===== config.mk =====
export PLATFORM = sky130hd
export DESIGN_NAME = countdown_display
export DESIGN_NICKNAME = d
export VERILOG_FILES = /design/src/rtl/countdown_display.sv
export SDC_FILE = /design/constraint.sdc
export NUM_CORES = 1
export LEC_CHECK = 0
export BUFFER_PORTS_ARGS = -buffer_cell sky130_fd_sc_hd__buf_2
export CORE_UTILIZATION = 60
export CTS_CLUSTER_SIZE = 40
export DETAILED_ROUTE_END_ITERATION = 8
export GPL_TIMING_DRIVEN = 0
export PLACE_DENSITY = 0.8
export SYNTH_ARGS = -nofsm -noshare
export SYNTH_HDL_FRONTEND = slang
export SYNTH_SLANG_ARGS = --single-unit

===== constraint.sdc =====
create_clock -name i_clk -period 2.8 [get_ports i_clk]
set_input_delay 0.14 -clock i_clk [delete_from_list [all_inputs] [get_ports i_clk]]
set_output_delay 0.14 -clock i_clk [all_outputs]
set_load 0.05 [all_outputs]

===== src/rtl/countdown_display.sv =====
// Two-digit BCD countdown consumer: filters the digit bus, drives two active-low
// seven-segment displays and raises a blinking alarm when a running count reaches 00.
module countdown_display #(
  parameter int TICK_DIV     = 25000000,
  parameter int ALARM_BLINKS = 6
) (
  input  logic       i_clk,
  input  logic       i_rst_n,
  input  logic [3:0] i_digit1,
  input  logic [3:0] i_digit2,
  input  logic       i_ack,
  output logic [6:0] o_hex0,
  output logic [6:0] o_hex1,
  output logic       o_alarm,
  output logic       o_expired
);

  localparam int PW = (TICK_DIV > 1) ? $clog2(TICK_DIV) : 1;
  localparam int BW = $clog2(2 * ALARM_BLINKS + 1);
  localparam logic [PW-1:0] PRESC_LAST = PW'(TICK_DIV - 1);
  localparam logic [BW-1:0] BLINK_LAST = BW'(2 * ALARM_BLINKS - 1);

  typedef enum logic [1:0] {
    ST_IDLE     = 2'd0,
    ST_COUNTING = 2'd1,
    ST_ALARM    = 2'd2,
    ST_DONE     = 2'd3
  } state_t;

  function automatic logic [6:0] seg_decode(input logic [3:0] d);
    case (d)
      4'd0:    seg_decode = 7'b1000000;
      4'd1:    seg_decode = 7'b1111001;
      4'd2:    seg_decode = 7'b0100100;
      4'd3:    seg_decode = 7'b0110000;
      4'd4:    seg_decode = 7'b0011001;
      4'd5:    seg_decode = 7'b0010010;
      4'd6:    seg_decode = 7'b0000010;
      4'd7:    seg_decode = 7'b1111000;
      4'd8:    seg_decode = 7'b0000000;
      4'd9:    seg_decode = 7'b0010000;
      4'd10:   seg_decode = 7'b1111111;
      default: seg_decode = 7'b0111111;
    endcase
  endfunction

  logic [7:0]    r_s1;
  logic [7:0]    r_s2;
  logic [7:0]    r_held;
  logic          r_ack_meta;
  logic          r_ack_sync;
  logic          r_ack_prev;
  state_t        r_state;
  logic [PW-1:0] r_presc;
  logic [BW-1:0] r_blink;
  logic          r_phase;

  state_t        w_state_next;
  logic [PW-1:0] w_presc_next;
  logic [BW-1:0] w_blink_next;
  logic          w_phase_next;
  logic          w_show_blank;
  logic          w_blank;
  logic          w_zero;
  logic          w_run;
  logic          w_tick;
  logic          w_ack_rise;

  // Two-sample stability filter on the digit bus
  always_ff @(posedge i_clk or negedge i_rst_n) begin
    if (!i_rst_n) begin
      r_s1   <= 8'hAA;
      r_s2   <= 8'hAA;
      r_held <= 8'hAA;
    end else begin
      r_s1 <= {i_digit2, i_digit1};
      r_s2 <= r_s1;
      if (r_s1 == r_s2) begin
        r_held <= r_s2;
      end
    end
  end

  // Acknowledge synchronizer with edge-detect history
  always_ff @(posedge i_clk or negedge i_rst_n) begin
    if (!i_rst_n) begin
      r_ack_meta <= 1'b0;
      r_ack_sync <= 1'b0;
      r_ack_prev <= 1'b0;
    end else begin
      r_ack_meta <= i_ack;
      r_ack_sync <= r_ack_meta;
      r_ack_prev <= r_ack_sync;
    end
  end

  assign w_blank    = (r_held[3:0] > 4'd9) || (r_held[7:4] > 4'd9);
  assign w_zero     = (r_held == 8'h00);
  assign w_run      = !w_blank && !w_zero;
  assign w_tick     = (r_state == ST_ALARM) && (r_presc == PRESC_LAST);
  assign w_ack_rise = r_ack_sync && !r_ack_prev;

  // Next-state and alarm timer logic; held class outranks ack, ack outranks timeout
  always_comb begin
    w_state_next = r_state;
    case (r_state)
      ST_IDLE: begin
        if (w_run) begin
          w_state_next = ST_COUNTING;
        end else if (w_zero) begin
          w_state_next = ST_DONE;
        end else begin
          w_state_next = ST_IDLE;
        end
      end
      ST_COUNTING: begin
        if (w_zero) begin
          w_state_next = ST_ALARM;
        end else if (w_blank) begin
          w_state_next = ST_IDLE;
        end else begin
          w_state_next = ST_COUNTING;
        end
      end
      ST_ALARM: begin
        if (w_run) begin
          w_state_next = ST_COUNTING;
        end else if (w_blank) begin
          w_state_next = ST_IDLE;
        end else if (w_ack_rise) begin
          w_state_next = ST_DONE;
        end else if (w_tick && (r_blink == BLINK_LAST)) begin
          w_state_next = ST_DONE;
        end else begin
          w_state_next = ST_ALARM;
        end
      end
      ST_DONE: begin
        if (w_run) begin
          w_state_next = ST_COUNTING;
        end else if (w_blank) begin
          w_state_next = ST_IDLE;
        end else begin
          w_state_next = ST_DONE;
        end
      end
      default: w_state_next = ST_IDLE;
    endcase

    // Timers only advance while staying in ALARM; entry and any other state zero them
    if ((r_state == ST_ALARM) && (w_state_next == ST_ALARM)) begin
      w_presc_next = w_tick ? {PW{1'b0}} : (r_presc + PW'(1));
      w_blink_next = w_tick ? (r_blink + BW'(1)) : r_blink;
      w_phase_next = r_phase ^ w_tick;
    end else begin
      w_presc_next = {PW{1'b0}};
      w_blink_next = {BW{1'b0}};
      w_phase_next = 1'b0;
    end

    w_show_blank = (w_state_next == ST_ALARM) && w_phase_next;
  end

  // State, timers and registered display/alarm outputs
  always_ff @(posedge i_clk or negedge i_rst_n) begin
    if (!i_rst_n) begin
      r_state   <= ST_IDLE;
      r_presc   <= {PW{1'b0}};
      r_blink   <= {BW{1'b0}};
      r_phase   <= 1'b0;
      o_hex0    <= 7'b1111111;
      o_hex1    <= 7'b1111111;
      o_alarm   <= 1'b0;
      o_expired <= 1'b0;
    end else begin
      r_state   <= w_state_next;
      r_presc   <= w_presc_next;
      r_blink   <= w_blink_next;
      r_phase   <= w_phase_next;
      o_hex0    <= w_show_blank ? 7'b1111111 : seg_decode(r_held[3:0]);
      o_hex1    <= w_show_blank ? 7'b1111111 : seg_decode(r_held[7:4]);
      o_alarm   <= (w_state_next == ST_ALARM);
      o_expired <= (w_state_next == ST_ALARM) || (w_state_next == ST_DONE);
    end
  end

endmodule


; ---- Word-level counts from Yosys, hierarchy flattened
; Memories as Yosys holds them, arrays and structs flattened.
; Cells that the tools add are included.
[op_classes]
add_sub_neg = 2
magnitude_cmp = 2
n_eq_ne = 9
mux = 18
bitwise = 1
reduce_logical = 13
[ops]
columns = operator, count
row1 = $mux W25, 2
row2 = $add A25 B1 Y25 const B, 1
row3 = $eq A25 B25 Y1 const B, 1
row4 = $mux W2, 7
row5 = $mux W7, 2
row6 = $eq A2 B2 Y1 const B, 4
row7 = $eq A8 B8 Y1, 1
row8 = $gt A4 B4 Y1 const B, 2
row9 = $logic_not A8 Y1, 1
row10 = $mux W4, 2
row11 = $pmux W2 S4, 1
row12 = $logic_and A1 B1 Y1, 6
row13 = $add A4 B1 Y4 const B, 1
row14 = $eq A4 B4 Y1 const B, 1
row15 = $mux W1, 4
row16 = $logic_not A1 Y1, 3
row17 = $eq A2 B1 Y1 const B, 1
row18 = $logic_not A2 Y1, 1
row19 = $logic_or A1 B1 Y1, 2
row20 = $ne A2 B2 Y1 const B, 1
row21 = $xor A1 B1 Y1, 1
[totals]
reg_bits = 75
rom_bits = 224
input_bits = 11
out_inout_bits = 16
wordCells = 61
n_memories = 2
[memory_table]
columns = memory, words, width, rd, rd_clocked_by_memory_dff, write_ports, line_no
row1 = (name not given), 16, 7, 1, 0, 0, 31  ; case (d)
row2 = (name not given), 16, 7, 1, 0, 0, 31

; ---- Depth between registers and ports, before layout
; Gate-level depths: netlist (run 1).
[depth]
depth_word = 13
mapped_depth = 9
depth_no_buf = 7

; ---- Worst setup path after synthesis (run 1)
; Ideal clock, no wire load.
[synth_path]
path_kind = register -> register
from = register r_held[5]
to = register o_hex1[2]
setup_time_ns = 0.066
arrival_ns = 2.197
t_required_ns = 2.734
slack_ns = 0.537
stages_incl_launch_ff = 10
path_buffers = 2
period_less_slack_ns = 2.263
cell_sequence = dfstp_2 > inv_1 > ha_1 > nor4b_2 > a21boi_0 > o2111a_2 > or4_1 > buf_2 > buf_6 > nand4_2
[synth_via]
elab_chain_len = 11
word_cells_on_any_way = 21
cone_classes = 1 x order compare / 1 x eq/ne / 11 x mux / 7 x reduce/logical / 1 x memory
[synth_rtl]
columns = element, line_no
row1 = "start, declared", 49  ; logic [7:0] r_held;
row2 = "start signal, assigned", 79  ; r_held <= r_s2;
row3 = $gt A4 B4 Y1, 97  ; assign w_blank = (r_held[3:0] > 4'd9) || (r_held[7:4] > 4'd9);
row4 = $logic_or A1 B1 Y1, 97
row5 = $logic_not A1 Y1, 99  ; assign w_run = !w_blank && !w_zero;
row6 = $logic_and A1 B1 Y1, 99
row7 = "$mux W2, on equally long branches", "139, 108, 126"
row8 = $pmux W2 S4, 106  ; case (r_state)
row9 = $eq A2 B2 Y1, "151, 161"
row10 = $logic_and A1 B1 Y1, 151  ; if ((r_state == ST_ALARM) && (w_state_next == ST_ALARM)) begin
row11 = $mux W1, 151
row12 = $logic_and A1 B1 Y1, 161  ; w_show_blank = (w_state_next == ST_ALARM) && w_phase_next;
row13 = $mux W7 *, 181  ; o_hex1 <= w_show_blank ? 7'b1111111 : seg_decode(r_held[7:4]);
row14 = "end signal, assigned", 181
row15 = "end, declared", 13  ; output logic [6:0] o_hex1,
; Every way passes the cells marked *; elsewhere a longest branch is shown, timed or not.
; A chain may end at the register's enable or synchronous reset.

; ---- Worst setup path after layout (run 1)
; Same ends and word-level chain as after synthesis.

==> flow_summary.yaml, run 1 <==
synthesis:
  yosysUniqueCellTypes: 51
  synth_nets: 349
  synth_top_area_cell: "dfrtp_1"
  ys_async_sr_fraction_pct: 100
  avgSynthCellArea_um2: 10.9
  yosys_warnings: 0
  yosysSeqAreaShare_pct: 53.6
  synth.top_cell.area_share_pct: 34.4
  synth-edff-count: 0
  synth.ff_latch_count: 75
  synth_cells: 327
  postSynth.topFlopCell: "dfrtp_1"
  ys_top_cells_by_area: "dfrtp_1 34%, dfstp_2 19%, xnor2_1 5.9%, nor2_1 4.2%, ha_1 3.9%"
  synth_area_um2: 3560
clock_network:
  clk_path_buf_depth: 2
  cts_buffers: 9
  clk_pin_slew_ns: 0.08
  cts.sinks: 75
  cts_root_buf: "clkbuf_8"
  htreeDepth: 3
  cts_tree: "yes"
  post_cts_buffers: 0
  insertion_delay_ns: 0.34
routing:
  routed_wl_um: 6640
  antenna_left: 0
  via_per_inst: 5.68
  drcViolationCount: 0
  drt_pass1_iterations: 4
  initialDrtViolationCount: 122
  wl_per_cell_um: 14.7
  via_count: 2562
floorplanning:
  fp.dieW_um: 79.1
  die_height_um: 79.1
  core_area_um2: 5610
  ios: 27
  die_area_um2: 6250
  start_util_pct: 63.5
  std_cell_rows: 27
run:
  cap_violations: 0
setup_path:
  required_ns: 3.08
  critPathArrivalTime_ns: 2.89
  r2r_cells: 9
  endpoint_kind: "flop"
  path_max_fanout: 10
  startpoint_type: "flop"
  worstSetupPathType: "reg -> reg"
  r2r_slack_ns: 0.19
layout:
  fin_cells: 451
  n_antenna_cell: 0
  drive_gt1_share_pct: 27.4
  syn_to_final_growth_pct: 15.6
  layout_commonest_cell: "dfrtp_1"
  final_cell_mix: "49 x dfrtp_1, 40 x nor2_1, 29 x buf_2, 26 x dfstp_2, 24 x xnor2_1"
  final_net_count: 396
place:
  dpl.hpwl_um: 4380
  portBuffers: 26
  gp_congestion: 0.809
  dpl.cell_count: 425
pwr:
  ir_drop_v: 0.000456
  powerDensity_nw_per_um2: 735
  p_leak_nw: 1.76
worst_hold_path:
  hp-class: "reg -> reg"
  holdPathStages: 0
grt:
  grt_pass1_vias: 2416
  grt_first_pass_wirelength_um: 11100
  antenna_found_initial: 0
  grt_usage_pct: 23.6
  gr-total-overflow: 0
  grt_max_degree: 76
run_status:
  status: "finished, final reports clean"
timing:
  setup_viol: 0
  fin_tns_setup_ns: 0
  finalClockSkew_ns: 0.0105
  worst_slew_pin_slew_ns: 0.888
  drv_slew: 0
  maxSlewHeadroom_pct: 40.8
  finalCriticalPeriod_ns: 2.61
  fin_crit_sh_pct: 93.3
  rsz0062_at_grt: "no"
  max_freq_mhz: 383
  timing_hold_violations_final: 0
==> report_power, final <==
part           total, mW  leakage, nW  switching (mW)  internal (mW)
sequential          1.33        0.920          0.0672           1.26
clock              0.900        0.115           0.385          0.515
combinational      0.801        0.727           0.554          0.247
==> metal layers <==
metal	up-vias	wire, um	global-route usage (%)
met5	-	0	0
met4	0	188	11.3
met3	18	323	6.32
met2	73	3160	35.9
met1	1244	2970	31.3
li1	1227	-	-
==> cell families after synthesis <==
family | Yosys count | synth area share, %
AO/OA/AOI/OAI | 38 | 6.39
XOR/XNOR | 31 | 7.62
adder cells (fa/ha/maj) | 11 | 3.86
buffers and inverters | 24 | 3.69
flip-flops | 75 | 53.6
multiplexers | 8 | 2.39
AND/OR/NAND/NOR | 140 | 22.4
==> registers in the layout (all words and copies together), names as in the netlist <==
| register | flops |
|---|---|
| r_blink | 4 |
| r_state | 2 |
| o_expired | 1 |
| r_s1 | 8 |
| r_ack_sync | 1 |
| o_hex1 | 7 |
| r_s2 | 8 |
| o_hex0 | 7 |
| r_ack_meta | 1 |
| r_ack_prev | 1 |
| o_alarm | 1 |
| r_held | 8 |
| r_presc | 25 |
| r_phase | 1 |
==> synth_stat cells (9+ instances only) <==
| master | number |
|---|---|
| nand2_1 | 19 |
| nand3_1 | 13 |
| dfrtp_1 | 49 |
| nor2_1 | 40 |
| ha_1 | 11 |
| o21ai_0 | 15 |
| dfstp_2 | 26 |
| nand3_2 | 9 |
| inv_1 | 10 |
| a21oi_1 | 10 |
| nand4_1 | 14 |
| xnor2_1 | 24 |
==> per-stage QoR <==
step	instance area, um2	hold slack (ns)	total power [mW]	utilization [%]	worst slack, ns
floorplan	3560	-0.156	1.94	-	0.537
global placement	3780	0.246	2.09	67.4	0.197
detailed placement	3780	0.246	2.12	67.5	0.157
CTS	4110	0.352	3.04	73.3	0.0905
global route	4120	0.361	3.17	73.4	0.0638
finish	4120	0.350	3.03	73.4	0.187
==> final cells by class <==
type,count,area (um2)
multi-input cells,228,1530
inverters,10,37.5
clock buffers,13,180
clock inverters,3,43.8
well taps,72,90.1
repair buffers,36,233
flip-flops and latches,75,1910
fillers,405,1490
plain buffers,14,93.8
==> timing repair <==
item                                   4_1_cts  5_1_grt
hold buffers                                10        0
resized for setup                            0        1
setup endpoints to repair                    0       10
endpoints found under the hold margin       58        0
==> final timing paths <==
path / start / endpoint
setup reg to reg: r_held[5] / o_hex1[2]
setup / recovery: r_held[5] / o_hex1[2]
min in group asynchronous: i_rst_n / r_blink[0]
max in group asynchronous: i_rst_n / r_presc[13]
hold / removal: r_ack_meta / r_ack_sync
hold reg to reg: r_ack_meta / r_ack_sync
==> critical path, cell delays in order, from the launching register on <==
cell      delay, ns
dfstp_2        0.40
inv_1          0.18
ha_1           0.22
nor4b_4        0.34
a21boi_0       0.19
o2111a_2       0.32
or4_1          0.51
buf_2          0.17
buf_6          0.16
nand4_2        0.07
Note: power is estimated with default switching activity, not from simulation.
==> run 2, diff against run 1 <==
- ABC_AREA: not set -> 1
- PLACE_DENSITY: 0.8 -> 0.79
==> run 2 against run 1 <==
  * Clock power fell by 4.7%
  * Total power rose by 9.9%
  * Largest cell class unchanged
  * Core utilization fell by 2.1 points
  * Design area rose by 2.6%
  * First-iteration DRC count rose by 9.0%
  * Via count rose by 4.8%
==> flow_summary.yaml, run 2 <==
synthesis:
  synth_top_family_by_area: "simple AND/OR/NAND/NOR gates"
  synth_cells: 384
  synth_compound_area_share_pct: 8.17
  synth.top_cell.area_share_pct: 33.2
  yosysUniqueCellTypes: 38
  synth_nets: 406
  synth_mux_area_share_pct: 0
  synth_top_area_cell: "dfrtp_1"
  synth_area_um2: 3690
  synth-edff-count: 0
  ys_top_cells_by_area: "dfrtp_1 33%, dfstp_2 19%, xor2_1 5.9%, nor2_1 5.8%, nand2_1 4.8%"
  netlist_top_cells_count: "57 x nor2_1, 49 x dfrtp_1, 47 x nand2_1, 43 x inv_1, 26 x dfstp_2"
  yosysSeqAreaShare_pct: 51.7
  yosys_warnings: 0
  postSynth.topFlopCell: "dfrtp_1"
  synth-simple-area-share_pct: 23.0
  ys_async_sr_fraction_pct: 100
  synth.ff_latch_count: 75
  synthMostInstantiatedCell: "nor2_1"
  synthXorXnorAreaFrac_pct: 7.12
  avgSynthCellArea_um2: 9.62
  synth_fa_ha_area_share_pct: 3.73
timing:
  finalCriticalPeriod_ns: 2.21
  fin_tns_setup_ns: 0
  max_freq_mhz: 453
  fin_ws_ns: 0.593
  fin_crit_sh_pct: 78.8
  rsz0062_at_grt: "no"
  setup_viol: 0
  drv_slew: 0
  finalClockSkew_ns: 0.00848
  maxSlewHeadroom_pct: 39.9
  holdWs_ns: 0.353
  timing_hold_violations_final: 0
  worst_slew_pin_slew_ns: 0.902
floorplanning:
  ios: 27
  fp.dieW_um: 80.4
  std_cell_rows: 28
  core_area_um2: 5920
  die_height_um: 80.4
  start_util_pct: 62.4
  die_area_um2: 6470
worst_hold_path:
  holdPathStages: 0
  hp-class: "reg -> reg"
  hold_end: "r_ack_sync"
  min_from: "r_ack_meta"
place:
  gp_congestion: 0.915
  dp_slack_ns: 0.651
  place_area_um2: 3920
  dpl.cell_count: 485
  portBuffers: 26
  dpl.hpwl_um: 4950
setup_path:
  worstSetupPathType: "reg -> reg"
  r2r_cells: 9
  endpoint_kind: "flop"
  r2r_start: "r_presc[0]"
  critPathArrivalTime_ns: 2.44
  startpoint_type: "flop"
  r2r_slack_ns: 0.59
  required_ns: 3.03
  reg2reg_to: "r_phase"
  path_max_fanout: 10
pwr:
  powerDensity_nw_per_um2: 788
  p_seq_share_pct: 41.5
  clkPwrFrac_pct: 25.8
  total_power_mw: 3.33
  p_int_mw: 2.09
  power_frac_comb_pct: 32.7
  power_switching_mw: 1.24
  swShare_pct: 37.1
  p_leak_nw: 1.91
  ir_drop_v: 0.000691
layout:
  fin_cells: 511
  final_net_count: 453
  seqCellArea_um2: 1910
  largest_reg_flops: 25
  multi_input_area_um2: 1550
  drive_gt1_share_pct: 26.6
  syn_to_final_growth_pct: 14.4
  n_antenna_cell: 0
  fin_util_pct: 71.3
  final_cell_mix: "57 x nor2_1, 49 x dfrtp_1, 47 x nand2_1, 43 x inv_1, 28 x buf_2"
  layout_commonest_cell: "nor2_1"
  n_fill_cell: 466
  final_cell_area_um2: 4220
  regMostFlops: "r_presc"
clock_network:
  clk_path_buf_depth: 2
  cts_tree: "yes"
  cts.sinks: 75
  cts_buffers: 9
  clk_pin_slew_ns: 0.08
  htreeDepth: 3
  cts_resized: 0
  insertion_delay_ns: 0.35
  post_cts_buffers: 0
  cts_root_buf: "clkbuf_8"
routing:
  via_count: 2685
  drcViolationCount: 0
  wl_per_cell_um: 13.9
  via_per_inst: 5.25
  antenna_left: 0
  drt_pass1_iterations: 4
  initialDrtViolationCount: 133
  routed_wl_um: 7090
grt:
  grt_usage_pct: 24.4
  grt_max_degree: 76
  gr-total-overflow: 0
  antenna_found_initial: 0
  grt_pass1_vias: 2535
  grt_first_pass_wirelength_um: 11700
run_status:
  status: "finished, final reports clean"
run:
  cap_violations: 0
[run 2: changes by cell type in the layout (fill, tap and decap cells not counted), sizes merged, moves of 6 or more]
cell / change
inv: +36
nand2: +34
nor2: +32
xnor2: -19
xor2: +18
clkbuf: -6
[run 2: power groups by stage]
stage	sequential, mW	combinational, mW	clock [mW]
floorplan	1.74	0.523	0
global placement	1.39	1.05	0
detailed placement	1.40	1.07	0
CTS	1.38	1.09	0.876
global route	1.40	1.17	0.924
finish	1.38	1.09	0.858
[run 2: area by class of cell]
cell class / count / area share (%)
plain buffers: 7 / 1.33
repair buffers: 36 / 5.51
well taps: 75 / 2.22
multi-input cells: 256 / 36.7
inverters: 46 / 4.15
clock buffers: 12 / 3.67
flip-flops and latches: 75 / 45.2
clock inverters: 4 / 1.16
[run 2: routing by layer]
| metal | up-vias | wire [um] | global-route usage (%) |
|---|---|---|---|
| li1 | 1329 | - | - |
| met1 | 1276 | 3330 | 33.8 |
| met2 | 76 | 3370 | 38.2 |
| met3 | 4 | 334 | 4.09 |
| met4 | 0 | 51 | 9.64 |
| met5 | - | 0 | 0 |
[run 2: worst max path at each step]
| stage | from | end | slack (ns) | depth (start not counted) |
|---|---|---|---|---|
| after CTS | r_presc[0] | r_phase | 0.61 | 9 |
| after global placement | r_presc[0] | r_presc[18] | 0.73 | 9 |
| final | r_presc[0] | r_phase | 0.59 | 9 |
| after detailed placement | r_presc[0] | r_phase | 0.65 | 9 |
| after floorplan | r_held[1] | r_presc[14] | 0.98 | 11 |
| after global routing | r_presc[0] | r_phase | 0.49 | 9 |
[run 2: repair_timing]
item,in CTS,in global routing
endpoints found under the hold margin,58,0
hold buffers,10,0
endpoints found under the setup margin,0,0
[run 2: kinds of logic after synthesis]
family / Yosys count
buf+inv: 53
fa+ha+maj: 11
simple gates: 169
flops: 75
xor+xnor: 30
compound gates: 46
[run 2: worst max-delay path, cell delays in order (launching register included)]
cell and delay, ns:
dfrtp_1 0.38, ha_1 0.21, nand2_1 0.10, nor2_4 0.13, nand2_1 0.12, nor2_1 0.20, nand2_1 0.18, xor2_1 0.35
buf_2 0.35, nor2_1 0.08
